==> config.mk <==
export PLATFORM = sky130hd
export DESIGN_NAME = noise_env_shaper
export DESIGN_NICKNAME = d
export VERILOG_FILES = /design/src/rtl/noise_env_shaper.sv
export SDC_FILE = /design/constraint.sdc
export NUM_CORES = 1
export LEC_CHECK = 0
export ABC_AREA = 1
export ABC_CLOCK_PERIOD_IN_PS = 5900
export BUFFER_PORTS_ARGS = -buffer_cell sky130_fd_sc_hd__buf_2
export CELL_PAD_IN_SITES_DETAIL_PLACEMENT = 0
export CELL_PAD_IN_SITES_GLOBAL_PLACEMENT = 1
export CORE_MARGIN = 4
export CORE_UTILIZATION = 35
export CTS_CLUSTER_DIAMETER = 100
export DETAILED_ROUTE_END_ITERATION = 6
export MAX_ROUTING_LAYER = met4
export PLACE_DENSITY = 0.68
export SETUP_SLACK_MARGIN = 0.05
export SYNTH_ARGS = -nofsm -noshare
export SYNTH_HDL_FRONTEND = slang
export SYNTH_SLANG_ARGS = --single-unit
==> constraint.sdc <==
create_clock -name clk -period 5.9 [get_ports clk]
set_clock_uncertainty 0.05 [all_clocks]
set_input_delay 0.59 -clock clk [delete_from_list [all_inputs] [get_ports clk]]
set_output_delay 0.59 -clock clk [all_outputs]
set_load 0.01 [all_outputs]
==> src/rtl/noise_env_shaper.sv <==
// noise_env_shaper: sample-rate divider for the noise LFSR, one-pole low-pass
// filter, gated attack/sustain/release envelope and output gain stage.
// One shaped signed 16-bit sample per DIV clocks, marked by sample_valid.
module noise_env_shaper #(
    parameter int DIV   = 64,  // clocks per sample period, 4..65535
    parameter int SHIFT = 3    // filter coefficient 2^-SHIFT, 0..8
) (
    input  logic        clk,
    input  logic        reset,
    input  logic        gate,
    input  logic [7:0]  attack_step,
    input  logic [7:0]  release_step,
    input  logic [15:0] noise_in,
    output logic        noise_en,
    output logic [7:0]  env,
    output logic [15:0] sample_out,
    output logic        sample_valid,
    output logic        busy
);

    typedef enum logic [1:0] {
        IDLE    = 2'd0,
        ATTACK  = 2'd1,
        SUSTAIN = 2'd2,
        RELEASE = 2'd3
    } state_t;

    localparam logic [15:0] CNT_LAST = 16'(DIV - 1);

    logic [15:0]        cnt;
    logic               cap;        // LFSR word is fresh: filter and envelope step
    logic               upd;        // y and env are fresh: output stage updates
    logic signed [15:0] y;
    logic signed [15:0] y_next;
    logic signed [16:0] diff;
    logic signed [16:0] diff_sh;
    logic signed [24:0] prod;
    logic [8:0]         env_sum;
    logic [8:0]         env_dif;
    logic [7:0]         env_next;
    state_t             state;
    state_t             state_next;

    // Divider and pipeline strobes: cap follows noise_en, upd follows cap.
    // NOTE: every register uses non-blocking assignments so all stages see
    // the values from before the edge, which is what keeps cap/upd aligned.
    always_ff @(posedge clk) begin
        if (reset) begin
            cnt <= '0;
            cap <= 1'b0;
            upd <= 1'b0;
        end else begin
            cnt <= (cnt == CNT_LAST) ? '0 : cnt + 16'd1;
            cap <= noise_en;
            upd <= cap;
        end
    end

    // Filter update: the difference is widened to 17 bits so it cannot wrap;
    // the shifted step keeps the result between y and noise_in.
    always_comb begin
        diff    = $signed({noise_in[15], noise_in}) - $signed({y[15], y});
        diff_sh = diff >>> SHIFT;
        y_next  = y + diff_sh[15:0];
    end

    // State register, filter state and envelope level, all stepped in cap cycles.
    always_ff @(posedge clk) begin
        if (reset) begin
            state <= IDLE;
            env   <= '0;
            y     <= '0;
        end else if (cap) begin
            state <= state_next;
            env   <= env_next;
            y     <= y_next;
        end
    end

    // Next-state and next-envelope decode, using 9-bit sums for saturation.
    // NOTE: both results get a default first so no path leaves them unassigned
    // and no latch is inferred.
    always_comb begin
        state_next = state;
        env_next   = env;
        env_sum    = {1'b0, env} + {1'b0, attack_step};
        env_dif    = {1'b0, env} - {1'b0, release_step};
        case (state)
            IDLE: begin
                env_next = 8'd0;
                if (gate) state_next = ATTACK;
            end
            ATTACK: begin
                if (!gate) begin
                    state_next = RELEASE;
                end else begin
                    env_next = env_sum[8] ? 8'd255 : env_sum[7:0];
                    if (env_sum[8] || env_sum[7:0] == 8'd255) state_next = SUSTAIN;
                end
            end
            SUSTAIN: begin
                env_next = 8'd255;
                if (!gate) state_next = RELEASE;
            end
            RELEASE: begin
                if (gate) begin
                    state_next = ATTACK;
                end else begin
                    env_next = env_dif[8] ? 8'd0 : env_dif[7:0];
                    if (env_dif[8] || env_dif[7:0] == 8'd0) state_next = IDLE;
                end
            end
            default: state_next = IDLE;
        endcase
    end

    // Output decode from registered state and counter.
    always_comb begin
        noise_en = (cnt == CNT_LAST);
        busy     = (state != IDLE);
        prod     = y * $signed({1'b0, env});
    end

    // Output stage: gain applied the cycle after cap, strobed for one clock.
    always_ff @(posedge clk) begin
        if (reset) begin
            sample_out   <= '0;
            sample_valid <= 1'b0;
        end else begin
            sample_valid <= upd;
            if (upd) sample_out <= prod[23:8];
        end
    end

endmodule

==> results.md, run 1 <==
* CTS root buf: clkbuf_16
* Max clock buf depth at 2
* PD cells at 102.9 nW/um2
* First-pass GRT wire length at 40700 um
* Cell Area, Placed at 10100 um2
* Chip Height at 173.0 um
* # hold bufs at CTS at 0
* Most common cell on crit path: inv_1
* Post-synth EDFFs at 0
* Worst Path Required at 6.14 ns
* Vias at 8344
* CP arrival at 5.47 ns
* Area grow syn2layout at 9.036%
* CTS clk-pin slew, worst paths at 0.06 ns
* Post-CTS sizing at 0
* Slew HR at 32.94%
* Yosys reg bits at 61
* CP max stage delay at 0.91 ns
* Wire length per cell at 13.54 um
* # fillers at 2958
* Final Cycle Share at 88.63%
* H-Tree Depth at 3
* Yosys cell types at 46
* Hold Path Class: reg -> reg
* Critical Path Fanout Max at 20
* Crit-path slowest cell: dfxtp_1
* IO Pins at 62
* Share of layout cells above drive strength 1 at 8.790%
* Syn Area/Cell at 6.888 um2
* Max-slew violations at 0
* Delay-heaviest family, CP: adder cells
* Finished Cell Area at 10390 um2
* Inserted Diodes at 0
* Number of clock sinks at 61
* Clk Latency, worst-skew pair at 0.34 ns
* Die W at 173.0 um
* Total GRT Usage at 16.79%
* Synthesized net count at 1615
* Sequential element share of the synthesized area at 12.82%
* Setup TNS at 0 ns
* Layout Cells excl Fill at 1763
* Nets@finish at 1649
* CORE AREA at 26880 um2
* Async SR Flop Fraction at 0%
* Vias/cell at 4.733
* Peak supply drop at 121.5 uV
* Placer congestion estimate at 0.9020
* CP startpoint kind: flip-flop
* Final hold violations at 0
* First-pass iteration count of the detailed router at 5
* Top_reg_cell synth: dfxtp_1
* Initial Util at 35.45%
* Area taken by multi-input logic gates at 6848 um2
* TritonCTS clock tree: done
* Die area at 29920 um2
* CP Capture Type: flip-flop
* Drt total wl at 23880 um
* GRT Residual Overflow at 0
* I/O Buffers at 61
* Min cycle time layout at 5.229 ns
* Cell Area, Synth at 9527 um2
* Post-CTS Setup Bufs at 0
* Post-Syn Instances at 1383
* Row count at 60
* Crit path buf inv count at 5
* Largest net degree at the start of global routing at 33
* Post-DP HPWL at 19690 um
* Number of global-route vias before repair at 8483
* Total power draw at 1069 uW
* Final setup viols at 0
* ANT nets after route at 0
* Reg2Reg Setup Slack at 0.67 ns
* Initial antenna violation count at 0
* Max Cap Viol at 0
* RSZ-0062 raised after global routing: no
* Static leakage at 0.005744 uW
* WS Path Type: reg -> reg
* Fmax at 191.2 MHz
* CP cell instances: nand2_1 -> fa_1 -> inv_1 -> fa_1 -> inv_1 -> fa_1 -> fa_1 -> inv_1 -> ha_1 -> inv_1 -> nor3_1 -> and2_1 -> nand4_1 -> nand3_1 -> a21oi_1 -> o21ai_0 -> nand2_1 -> inv_1
* FF+latch area at 1221 um2
* Slew at the pin closest to its max-slew limit at 1.004 ns
* DR iter-0 viols at 416
* Cts bufs inserted at 9
* Cells after DPL at 1747
* Outcome: completed
* Syn. warnings at 0
* DRC viols at 0
state kept, by name (all words and copies together), names as in the netlist:
signal / cells
cap: 1
y: 16
sample_valid: 1
cnt: 16
sample_out: 16
upd: 1
env: 8
state: 2
synth_stat cells (2+ instances only):
master      n  area (um2)
nor3_1     14       70.07
nand4_1    17       106.4
o21a_1      3       22.52
nor3b_1     3       22.52
nand2_2    15       93.84
nand3b_1    3       22.52
a211oi_1    3       22.52
a21oi_2     6       52.55
xnor2_1    15       131.4
fa_1      102        2042
a21oi_1    91       455.4
a21o_1      7       52.55
o21ai_1     4       20.02
inv_1     329        1235
buf_4       3       22.52
ha_1       95        1189
xor2_1     23       201.4
or2_1       3       18.77
o21ai_0    53       265.3
nand3_2     2       20.02
dfxtp_1    61        1221
or2_2       2       12.51
nand3_1    59       295.3
clkbuf_1   37       138.9
and2_1      2       12.51
nor2_1     67       251.5
a31oi_1     6       37.54
o211ai_1    6       45.04
nand2_1   322        1209
buf_2       2       10.01
nor2_4      2       22.52
inv_2       2       7.510
nor2_2      8       50.05
o21bai_1    4       30.03
cells in the final DEF (no fill, tap or decap), types with 3 or more instances in the layout:
| cell | count |
|---|---|
| inv_1 | 329 |
| nand2_1 | 322 |
| fa_1 | 102 |
| ha_1 | 95 |
| a21oi_1 | 91 |
| nor2_1 | 67 |
| dfxtp_1 | 61 |
| buf_2 | 61 |
| nand3_1 | 59 |
| o21ai_0 | 53 |
| xor2_1 | 23 |
| nand4_1 | 17 |
| nand2_2 | 15 |
| xnor2_1 | 15 |
| nor3_1 | 14 |
| clkbuf_16 | 9 |
| nor2_2 | 8 |
| a21o_1 | 7 |
| a21oi_2 | 6 |
| a31oi_1 | 6 |
| o211ai_1 | 6 |
| buf_4 | 6 |
| o21bai_1 | 4 |
| o21ai_1 | 4 |
| a211oi_1 | 3 |
| nor3b_1 | 3 |
| o21a_1 | 3 |
| or2_1 | 3 |
| nand3b_1 | 3 |
layout make-up:
type | count | share of cell area [%]
clock inverter | 5 | 0.3252
timing repair buffer | 67 | 3.373
clock buffer | 11 | 2.433
multi-input combinational | 945 | 65.92
inverter | 333 | 12.08
sequential | 61 | 11.76
tap | 341 | 4.107
layer usage:
layer | GRT usage [%] | wire length, um | up-vias
met5 | - | 0 | -
met4 | 3.126 | 226 | 0
met3 | 1.924 | 528 | 13
met2 | 28.60 | 11490 | 89
met1 | 21.85 | 11630 | 3951
li1 | - | - | 4291
cell families after synthesis:
logic type / Yosys count / share of synthesized area (%)
AOI/OAI and AO/OA: 186 / 10.80
xor gates and xnor gates: 38 / 3.494
buffers and inverters: 377 / 15.30
and+or+nand+nor: 524 / 23.68
adders and majority gates: 197 / 33.91
DFF: 61 / 12.82
final timing paths:
kind | from | to | cells after the start
max | env[2]$_SDFFE_PP0P_ | sample_out[14]$_SDFFE_PP0P_ | 18
min | cnt[0]$_SDFF_PP0_ | cnt[0]$_SDFF_PP0_ | 1
max reg2reg | env[2]$_SDFFE_PP0P_ | sample_out[14]$_SDFFE_PP0P_ | 18
min reg2reg | cnt[0]$_SDFF_PP0_ | cnt[0]$_SDFF_PP0_ | 1
power by group:
group	leakage [uW]	internal, uW	switching, uW	total [uW]
clock	0.000138	307	204	511
combinational	0.00511	55.7	86.5	142
sequential	0.000492	414	1.57	415
total	0.00574	776	292	1070
through the flow:
step           setup WS [ns]  util, %  hold WS, ns
2_1_floorplan          1.163        -       0.3891
3_3_place_gp          0.7157    37.58       0.4066
3_5_place_dp          0.6839    37.58       0.4144
4_1_cts               0.6638    38.65       0.4275
5_1_grt               0.2719    38.65       0.4393
6_report              0.6709    38.65       0.4283
Power figures use the tool's default switching activity.
==> inputs of run 2 (changes only) <==
- ABC_AREA: 1 -> 0
- GPL_ROUTABILITY_DRIVEN: not set -> 1
- PLACE_DENSITY: 0.68 -> 0.66
==> run 2 against run 1 <==
Against the previous run:
- via count fell by 21%
- first-iteration DRC count fell by 38%
- global-route usage fell by 0.41 points
- critical path type unchanged
- fmax barely moved
- critical endpoint is now sample_out[9]$_SDFFE_PP0P_
- clock power rose by 2%
- critical path depth rose by 1
- utilization rose by 1.4 points
- hold slack got worse by 0.0097 ns
- clock-buffer cell count fell by 2
- total power fell by 1.5%
==> results.md, run 2 <==
* Most common cell on crit path: fa_1
* Die area at 26910 um2 (-10%)
* Clk Latency, worst-skew pair at 0.34 ns (about the same)
* CTS clk-pin slew, worst paths at 0.06 ns (about the same)
* Max-slew violations at 0 (unchanged)
* Slew at the pin closest to its max-slew limit at 0.8406 ns (-0.1639 ns)
* Final setup viols at 0 (unchanged)
* Hold Path Class: reg -> reg
* IO Pins at 62 (unchanged)
* Post-CTS sizing at 0 (unchanged)
* First-pass GRT wire length at 34200 um (-16%)
* Post-CTS Setup Bufs at 0 (unchanged)
* Most common cell after layout, fill and taps aside: inv_1
* CP cell instances: buf_4 -> nand2_1 -> fa_1 -> inv_1 -> fa_1 -> inv_1 -> fa_1 -> inv_1 -> fa_1 -> ha_1 -> a2111oi_4 -> o41ai_2 -> buf_4 -> a41o_1 -> o21a_1 -> or2_1 -> a21oi_2 -> xnor2_1 -> a22o_1
* Row count at 56 (-6.7%)
* Inserted Diodes at 0 (unchanged)
* Wire length per cell at 14.49 um (+7.0%)
* H-Tree Depth at 3 (unchanged)
* Total GRT Usage at 16.38% (-0.41 points)
* Synth cell count leaders: 182 x inv_1, 106 x nand2_1, 102 x fa_1, 95 x ha_1, 90 x nor2_1
* Vias/cell at 4.706 (-0.56%)
* Area contributors post-synth: fa_1 24%, dfxtp_1 14%, ha_1 14%
* Outcome: completed
* CP max stage delay at 0.55 ns (-0.36 ns)
* DRC viols at 0 (unchanged)
* CP arrival at 5.42 ns (-0.05 ns)
* Initial Util at 35.98% (+0.53 points)
* Sequential element share of the synthesized area at 14.33% (+1.5 points)
* Nets@finish at 1301 (-21%)
* CTS root buf: clkbuf_16
* Total power draw at 1053 uW (-1.5%)
* Critical Path Fanout Max at 9 (-55%)
* CP Capture Type: flip-flop
* Max clock buf depth at 2 (unchanged)
* Final Cycle Share at 88.61% (about the same)
* CORE AREA at 23680 um2 (-12%)
* Die W at 164.0 um (-5.2%)
* Post-synth EDFFs at 0 (unchanged)
* Yosys reg bits at 61 (unchanged)
* Final hold violations at 0 (unchanged)
* CP startpoint kind: flip-flop
* Syn Area/Cell at 8.370 um2 (+22%)
* Area leader, netlist: fa_1
* Number of clock sinks at 61 (unchanged)
* ANT nets after route at 0 (unchanged)
* Peak supply drop at 133.0 uV (+9.5%)
* Post-DP HPWL at 16260 um (-17%)
* Synthesized net count at 1250 (-23%)
* # fillers at 2568 (-13%)
* DR iter-0 viols at 259 (-38%)
* Initial antenna violation count at 0 (unchanged)
* WS Path Type: reg -> reg
* I/O Buffers at 61 (unchanged)
* Yosys cell types at 56 (+22%)
* Share of layout cells above drive strength 1 at 9.497% (+0.71 points)
* Static leakage at 0.004683 uW (-18%)
* # hold bufs at CTS at 0 (unchanged)
* Top_reg_cell synth: dfxtp_1
* Commonest non-fill, non-tap cells in the layout: 182 x inv_1, 106 x nand2_1, 102 x fa_1
* RSZ-0062 raised after global routing: no
* Chip Height at 164.0 um (-5.2%)
* Placer congestion estimate at 0.8211 (-9.0%)
* Number of global-route vias before repair at 6677 (-21%)
* PD cells at 111.1 nW/um2 (+8.0%)
* GRT Residual Overflow at 0 (unchanged)
* Largest net degree at the start of global routing at 43 (+30%)
* Delay-heaviest family, CP: adder cells
* Slew HR at 43.96% (+11 points)
* Max Cap Viol at 0 (unchanged)
* Cells after DPL at 1377 (-21%)
* Post-Syn Instances at 1018 (-26%)
* Fmax at 191.3 MHz (about the same)
* Top cell type's share of synthesized area at 23.96% (+2.5 points)
* Crit path buf inv count at 5 (unchanged)
* FF+latch area at 1221 um2 (unchanged)
* Worst Path Required at 6.09 ns (-0.05 ns)
* Crit-path slowest cell: fa_1
* Min cycle time layout at 5.228 ns (-0.001297 ns)
* Setup TNS at 0 ns (unchanged)
* TritonCTS clock tree: done
* Top-count cell post-synth: inv_1
* Area taken by multi-input logic gates at 6481 um2 (-5.4%)
* Cell Area, Synth at 8521 um2 (-11%)
* First-pass iteration count of the detailed router at 4 (-1)
* Largest regs: cnt (16), sample_out (16), y (16)
* Async SR Flop Fraction at 0% (unchanged)
* Drt total wl at 20190 um (-15%)
* Syn. warnings at 0 (unchanged)
* Cts bufs inserted at 9 (unchanged)
* Vias at 6556 (-21%)
* Area grow syn2layout at 11.20%
* Layout Cells excl Fill at 1393 (-21%)
==> run 2: cell types whose count changed after synthesis, moves of 33 or more <==
cell / before / now
nand2_1: 322 / 106
o21ai_0: 53 / 20
nand3_1: 59 / 14
and2_1: 2 / 51
inv_1: 329 / 182
a21oi_1: 91 / 34
==> run 2: path summary, 6_finish.rpt <==
check | from | to | slack, ns | depth (start not counted)
min | cnt[0]$_SDFF_PP0_ | cnt[0]$_SDFF_PP0_ | 0.42 | 1
max reg2reg | env[2]$_SDFFE_PP0P_ | sample_out[9]$_SDFFE_PP0P_ | 0.67 | 19
min reg2reg | cnt[0]$_SDFF_PP0_ | cnt[0]$_SDFF_PP0_ | 0.42 | 1
max | env[2]$_SDFFE_PP0P_ | sample_out[9]$_SDFFE_PP0P_ | 0.67 | 19
==> run 2: where the power goes <==
part / switching [uW] / internal [uW] / total, uW / leakage (uW)
sequential: 1.59 / 414 / 415 / 0.000492
combinational: 64.6 / 52.8 / 117 / 0.00405
clock: 227 / 294 / 520 / 0.000139
==> run 2: cell families (layout without fill, tap and decap cells) <==
| family | Yosys count | in the layout | synth area share [%] |
|---|---|---|---|
| simple gates | 320 | 320 | 17.52 |
| buf+inv | 216 | 272 | 9.604 |
| fa+ha+maj | 197 | 197 | 37.91 |
| compound gates | 133 | 133 | 10.88 |
| xor+xnor | 65 | 65 | 6.681 |
| flops | 61 | 61 | 14.33 |
| mux | 26 | 26 | 3.069 |
==> run 2: worst register-to-register path, delay by kind of cell, from the launching register on <==
family / cells / cell delay [ns]
adder cells (fa/ha/maj): 5 / 2.25
flip-flops: 1 / 0.50
AO/OA/AOI/OAI: 6 / 1.36
AND/OR/NAND/NOR: 2 / 0.34
buffers and inverters: 5 / 0.57
XOR/XNOR: 1 / 0.08
==> run 2: metrics by stage <==
step | setup slack [ns] | util [%] | hold WS (ns) | area, um2
floorplan | 0.7479 | - | 0.3758 | 8521
global placement | 0.6880 | 38.79 | 0.3951 | 9188
detailed placement | 0.6516 | 38.79 | 0.4073 | 9188
CTS | 0.6512 | 40.01 | 0.4231 | 9475
global route | 0.3565 | 40.01 | 0.4394 | 9475
finish | 0.6722 | 40.01 | 0.4187 | 9475
==> run 2: layout make-up <==
| cell class | instances | area share (%) |
|---|---|---|
| multi-input cells | 741 | 68.40 |
| flip-flops and latches | 61 | 12.89 |
| inverters | 182 | 7.210 |
| repair buffers | 74 | 4.252 |
| well taps | 319 | 4.212 |
| clock buffers | 9 | 2.377 |
| clock inverters | 7 | 0.6602 |
==> run 2: metal layers <==
layer  wire (um)  part of all wire (%)  up-vias  global-route usage [%]
li1            -                     -     3337                       -
met1       10280                    51     3114                   23.21
met2        9088                    45       92                   25.16
met3         618                   3.1       13                   2.384
met4         203                   1.0        0                   3.241
met5           0                     0        -                       -
